==> src/rtl/iir_pkg.sv <==
// Shared types and saturation helper for the single-pole IIR high-pass.
// Pure combinational helpers, no latency; no flow control.
package iir_pkg;

    localparam int IIR_WIDTH = 16;
    localparam int IIR_GAIN  = 4;
    localparam int IIR_ACC_W = IIR_WIDTH + IIR_GAIN;
    localparam int SAT_MAX_W = 32;

    typedef struct packed {
        logic                        sat;
        logic signed [SAT_MAX_W-1:0] val;
    } sat_t;

    // Clip a signed value to a w-bit signed range; val is meaningful in its low w bits.
    function automatic sat_t sat_signed(input logic signed [SAT_MAX_W:0] x, input int w);
        logic signed [SAT_MAX_W:0] one;
        logic signed [SAT_MAX_W:0] hi;
        logic signed [SAT_MAX_W:0] lo;
        sat_t                      r;
        one   = {{SAT_MAX_W{1'b0}}, 1'b1};
        hi    = (one <<< (w - 1)) - one;
        lo    = -hi - one;
        r.sat = 1'b0;
        r.val = x[SAT_MAX_W-1:0];
        if (x > hi) begin
            r.sat = 1'b1;
            r.val = hi[SAT_MAX_W-1:0];
        end else if (x < lo) begin
            r.sat = 1'b1;
            r.val = lo[SAT_MAX_W-1:0];
        end
        return r;
    endfunction

endpackage

==> src/rtl/iir_chan_state.sv <==
// Per-channel leaky-integrator accumulator file: 1 comb read, 1 write, sync clear.
// Read is combinational; write lands on the clock edge.
// No flow control; the caller gates wr_en.
module iir_chan_state
    import iir_pkg::*;
#(
    parameter int CHANNELS = 4,
    parameter int CH_W     = 2,
    parameter int ACC_W    = IIR_ACC_W
) (
    input  logic             clk,
    input  logic             rst,
    input  logic             clear,
    input  logic [CH_W-1:0]  rd_ch,
    output logic [ACC_W-1:0] rd_data,
    output logic             rd_hit,
    input  logic             wr_en,
    input  logic [CH_W-1:0]  wr_ch,
    input  logic [ACC_W-1:0] wr_data
);

    logic [ACC_W-1:0] mem [CHANNELS];

    // Tags beyond CHANNELS read as zero with rd_hit low.
    always_comb begin
        rd_data = '0;
        rd_hit  = 1'b0;
        for (int i = 0; i < CHANNELS; i++) begin
            if (rd_ch == CH_W'(i)) begin
                rd_data = mem[i];
                rd_hit  = 1'b1;
            end
        end
    end

    always_ff @(posedge clk or negedge rst) begin
        if (!rst) begin
            for (int i = 0; i < CHANNELS; i++) mem[i] <= '0;
        end else if (clear) begin
            for (int i = 0; i < CHANNELS; i++) mem[i] <= '0;
        end else if (wr_en) begin
            for (int i = 0; i < CHANNELS; i++) begin
                if (wr_ch == CH_W'(i)) mem[i] <= wr_data;
            end
        end
    end

endmodule

==> src/rtl/iir_high_pass_single_pole_mc.sv <==
// Multi-channel time-multiplexed single-pole IIR high-pass (DC blocker), saturated output.
// Latency 1 cycle from input acceptance to out_valid; 1 sample/cycle throughput.
// Backpressure: out stage holds while !out_ready; in_ready drops once S1 is also full.
module iir_high_pass_single_pole_mc
    import iir_pkg::*;
#(
    parameter int GAIN     = IIR_GAIN,
    parameter int WIDTH    = IIR_WIDTH,
    parameter int CHANNELS = 4,
    parameter int CH_W     = 2
) (
    input  logic             clk,
    input  logic             rst,
    input  logic             clear,
    input  logic             in_valid,
    output logic             in_ready,
    input  logic [CH_W-1:0]  in_ch,
    input  logic [WIDTH-1:0] in_data,
    output logic             out_valid,
    input  logic             out_ready,
    output logic [CH_W-1:0]  out_ch,
    output logic [WIDTH-1:0] out_data,
    output logic             out_sat
);

    localparam int ACC_W = WIDTH + GAIN;

    logic                    s1_valid;
    logic [CH_W-1:0]         s1_ch;
    logic signed [WIDTH-1:0] s1_data;

    logic s2_load;
    logic s1_load;
    logic xfer;

    logic [ACC_W-1:0]        rd_data;
    logic                    rd_hit;
    logic signed [ACC_W-1:0] acc;
    logic signed [ACC_W-1:0] acc_next;
    logic signed [WIDTH-1:0] lp;
    logic signed [WIDTH:0]   hp;
    sat_t                    hp_sat;

    assign s2_load  = !out_valid || out_ready;
    assign in_ready = !s1_valid || s2_load;
    assign s1_load  = in_valid && in_ready;
    assign xfer     = s1_valid && s2_load;

    iir_chan_state #(
        .CHANNELS (CHANNELS),
        .CH_W     (CH_W),
        .ACC_W    (ACC_W)
    ) u_state (
        .clk      (clk),
        .rst      (rst),
        .clear    (clear),
        .rd_ch    (s1_ch),
        .rd_data  (rd_data),
        .rd_hit   (rd_hit),
        .wr_en    (xfer && rd_hit),
        .wr_ch    (s1_ch),
        .wr_data  (acc_next)
    );

    // Unmapped channel tags bypass the filter: lp forced to zero.
    assign acc      = rd_data;
    assign lp       = rd_hit ? acc[ACC_W-1:GAIN] : '0;
    assign hp       = {s1_data[WIDTH-1], s1_data} - {lp[WIDTH-1], lp};
    assign acc_next = acc + ACC_W'(s1_data) - ACC_W'(lp);
    assign hp_sat   = sat_signed((SAT_MAX_W + 1)'(hp), WIDTH);

    always_ff @(posedge clk or negedge rst) begin
        if (!rst) begin
            s1_valid  <= 1'b0;
            s1_ch     <= '0;
            s1_data   <= '0;
            out_valid <= 1'b0;
            out_ch    <= '0;
            out_data  <= '0;
            out_sat   <= 1'b0;
        end else begin
            if (s1_load) begin
                s1_valid <= 1'b1;
                s1_ch    <= in_ch;
                s1_data  <= in_data;
            end else if (s2_load) begin
                s1_valid <= 1'b0;
            end
            if (s2_load) begin
                out_valid <= s1_valid;
                if (s1_valid) begin
                    out_ch   <= s1_ch;
                    out_data <= hp_sat.val[WIDTH-1:0];
                    out_sat  <= hp_sat.sat;
                end
            end
        end
    end

endmodule

==> config.mk <==
export PLATFORM = sky130hd
export DESIGN_NAME = iir_high_pass_single_pole_mc
export DESIGN_NICKNAME = d
export VERILOG_FILES = /design/src/rtl/iir_pkg.sv /design/src/rtl/iir_chan_state.sv /design/src/rtl/iir_high_pass_single_pole_mc.sv
export SDC_FILE = /design/constraint.sdc
export NUM_CORES = 1
export LEC_CHECK = 0
export ABC_CLOCK_PERIOD_IN_PS = 3900
export BUFFER_PORTS_ARGS = -buffer_cell sky130_fd_sc_hd__buf_2
export CAP_MARGIN = 30
export CORE_AREA = 4 4 121 123
export CTS_CLUSTER_DIAMETER = 30
export CTS_CLUSTER_SIZE = 16
export DETAILED_ROUTE_END_ITERATION = 6
export DIE_AREA = 0 0 125 127
export MAX_ROUTING_LAYER = met4
export PLACE_DENSITY = 0.83
export REMOVE_ABC_BUFFERS = 1
export SYNTH_ARGS = -nofsm -noshare
export SYNTH_HDL_FRONTEND = slang
export SYNTH_SLANG_ARGS = --single-unit
==> constraint.sdc <==
create_clock -name clk -period 3.9 [get_ports clk]
set_input_delay 0.585 -clock clk [delete_from_list [all_inputs] [get_ports clk]]
set_output_delay 0.585 -clock clk [all_outputs]
set_load 0.05 [all_outputs]
==> impl_summary.log <==
[metrics] post-route fraction of the period consumed by the critical path: 0.9690
[metrics] initial core utilization: 0.5451
[metrics] Final Setup Violations: 0
[metrics] placeable core region: between 10000 and 15000 um2
[metrics] DRT Wirelength: between 15000 and 20000 um
[metrics] sum of negative setup slack: 0 ns
[metrics] fmax: between 200 and 300 MHz
[metrics] Fin. Hold Viols: 0
[metrics] Filler cells: between 1000 and 1500
[metrics] remaining number of nets flagged by the antenna check after routing: 0
[metrics] critical path fanouts, max: 23
[metrics] hold-fix buffers at CTS: 0
[metrics] share of post-route cells with drive strength above 1: 0.2264
[metrics] max-slew violation count: 0
[metrics] startpoint type of the worst setup path: register
[metrics] vias in the first global route: approximately 6100
[metrics] mean number of vias per cell: 6.044
[metrics] Boundary Pins: 44
[metrics] Synth Cell Area: 7450 um2
[metrics] Post-Syn Instances: approximately 740
[metrics] total global-route track usage: 0.2503
[metrics] most common library cell in the layout ignoring fill and taps: dfrtp_1
[metrics] commonest cells after routing, fill and taps aside: 117 x dfrtp_1, 110 x nand2_1, 83 x o21ai_0
[metrics] worst hold-check slack: about 0.12 ns
[metrics] synthesis-to-finish area growth: 16.34%
[metrics] root cell of the clock tree: clkbuf_16
[metrics] mean post-synth cell area: 10.03 um2
[metrics] die height: between 100 and 150 um
[metrics] number of distinct library cells after synthesis: 57
[metrics] floorplan die area: around 16000 um2
[metrics] Num CTS Buffers: 17
[metrics] worst clock skew on the final layout: ~0.013 ns
[metrics] post-route cell area: 8667 um2
[metrics] headroom to the max-slew limit: 0.4903
[metrics] estimated wirelength of the detail-placed design: roughly 13000 um
[metrics] wire length per cell after detailed routing: ~19 um
[metrics] cell total after placement: 960
[metrics] level count of the clock H-tree: 4
[metrics] cell area after placement: between 7000 and 8000 um2
[metrics] number of DRC markers in iteration 0: between 500 and 600
[metrics] final standard cell count with taps included and fillers excluded: 997
[metrics] flip-flop and latch count after synthesis: approximately 120
[metrics] clock sinks: 119
[metrics] number of maximum-capacitance constraint violations: 0
[metrics] sequential area share after synthesis: 0.3997
[metrics] standard-cell row count: 43
[metrics] # port buffers: 43
[metrics] path type of the worst setup path: register to register
[metrics] share of async-settable or async-resettable flops after synthesis: 1.000
[metrics] drc violations: 0
[metrics] kind of path behind the tightest hold check: input pin to async pin
[metrics] vias: about 6000
[metrics] total overflow reported by the global router: 0
[metrics] fin nets: about 880
[metrics] number of buffers on the longest clock path: 2
[metrics] First-pass DRT Iterations: 5
[metrics] antenna violations before repair: 0
[metrics] later-pin clock latency in the skew report: around 0.41 ns
[metrics] number of synthesized flops with an enable pin: 0
[metrics] Antenna diodes: 0
[metrics] CP Data Required Time: between 4 and 5 ns
[metrics] synthesis warning total: 0
[metrics] TritonCTS clock tree: yes
[metrics] first-pass GRT wire length: 30860 um
[metrics] outcome: finished clean
[metrics] largest net degree at the start of global routing: between 40 and 50
[metrics] width of the die: between 100 and 150 um
[metrics] primary flip-flop cell chosen by synthesis mapping: dfrtp_1
[metrics] min cycle time layout: about 3.8 ns
[metrics] element type at the critical path end: register
[metrics] arrival time reported for the critical path endpoint: around 4.1 ns
[metrics] post-CTS clock slew at the launch and capture registers of the worst setup and hold paths: 0.06 ns
[metrics] worst slew pin tran: about 0.76 ns
[metrics] Final GP Congestion: 0.9407
cell usage after synthesis (all sizes together) (20+ instances only):
cell type  instances  area [um2]
a21oi             28       143.9
nor2              41       153.9
ha                36       450.4
mux2              23       259.0
o21ai             92       468.0
dfrtp            119        2978
mux4              23       518.0
nand2b            21       131.4
nand2            110       412.9
fa                20       400.4
clkbuf            26       97.59
inv               52       195.2
timing repair:
item                       4_1_cts  5_1_grt
gates cloned                     0        0
hold endpoints to repair         0        0
resized for setup                2       17
pin swaps                        0        4
setup buffers                    0        6
setup endpoints to repair        5       45
registers in the layout, indices dropped and copies added (netlist names):
name and flops:
out_ch 2, out_data 16, out_sat 1, out_valid 1, s1_ch 2, s1_data 16, s1_valid 1, u_state.mem 80
worst paths after layout:
path / start / endpoint / slack, ns / cells past startpoint
worst max-delay path: s1_ch[0]$_DFFE_PN0P_ / u_state.mem[36]$_DFFE_PN0P_ / 0.12 / 15
worst min-delay path: rst / u_state.mem[5]$_DFFE_PN0P_ / 0.12 / 1
worst max register to register: s1_ch[0]$_DFFE_PN0P_ / u_state.mem[36]$_DFFE_PN0P_ / 0.12 / 15
worst min register to register: out_data[12]$_DFFE_PN0P_ / out_data[12]$_DFFE_PN0P_ / 0.47 / 2
max in group asynchronous: rst / s1_data[11]$_DFFE_PN0P_ / 2.82 / 2
min in group clk: in_valid / s1_valid$_DFFE_PN0P_ / 0.39 / 2
final cells by class:
cell class / count / area, um2 / share of cell area
Clock buffer: 23 / 488.0 / 0.05630
Clock inverter: 8 / 72.57 / 0.008373
Inverter: 52 / 195.2 / 0.02252
Multi-Input combinational cell: 538 / 4198 / 0.4843
Sequential cell: 119 / 2983 / 0.3442
Tap cell: 180 / 225.2 / 0.02599
Timing Repair Buffer: 77 / 505.5 / 0.05832
worst max-delay path, stage by stage (launching register included):
cell and delay, ns:
dfrtp_2 0.41, buf_12 0.22, mux2_2 0.37, o21ai_0 0.33, fa_1 0.48, inv_1 0.07
ha_1 0.24, buf_4 0.16, a31oi_1 0.17, nor2_1 0.10, o21ai_0 0.27, a21oi_2 0.09
nor4bb_2 0.19, nor4_1 0.30, buf_4 0.17, o21ai_0 0.08
cells by family (layout without fill, tap and decap cells):
| group | Yosys count | count (layout) | share of synthesized area |
|---|---|---|---|
| buffers and inverters | 86 | 160 | 0.04602 |
| xor gates and xnor gates | 30 | 30 | 0.03628 |
| DFF | 119 | 119 | 0.3997 |
| and+or+nand+nor | 209 | 209 | 0.1240 |
| AOI/OAI and AO/OA | 184 | 184 | 0.1580 |
| muxes | 55 | 55 | 0.1164 |
| adders and majority gates | 60 | 60 | 0.1196 |
layer usage:
| metal | GRT usage | vias to the layer above | part of all wire |
|---|---|---|---|
| li1 | - | 2732 | - |
| met5 | - | - | 0 |
| met3 | 0.03721 | 29 | 0.061 |
| met1 | 0.3159 | 2979 | 0.42 |
| met2 | 0.4173 | 286 | 0.50 |
| met4 | 0.08801 | 0 | 0.019 |
stage by stage:
| stage | util | worst slack, ns |
|---|---|---|
| 4_1_cts | 0.6264 | 0.02752 |
| 5_1_grt | 0.6342 | -0.07212 |
| 6_report | 0.6342 | 0.1209 |
| 2_1_floorplan | - | -0.6407 |
| 3_5_place_dp | 0.5849 | 0.05454 |
| 3_3_place_gp | 0.5838 | 0.1430 |
Power is left out: the tool's default activity adds up to more than one toggle a clock period on the data nets, which glitch-free logic cannot reach.
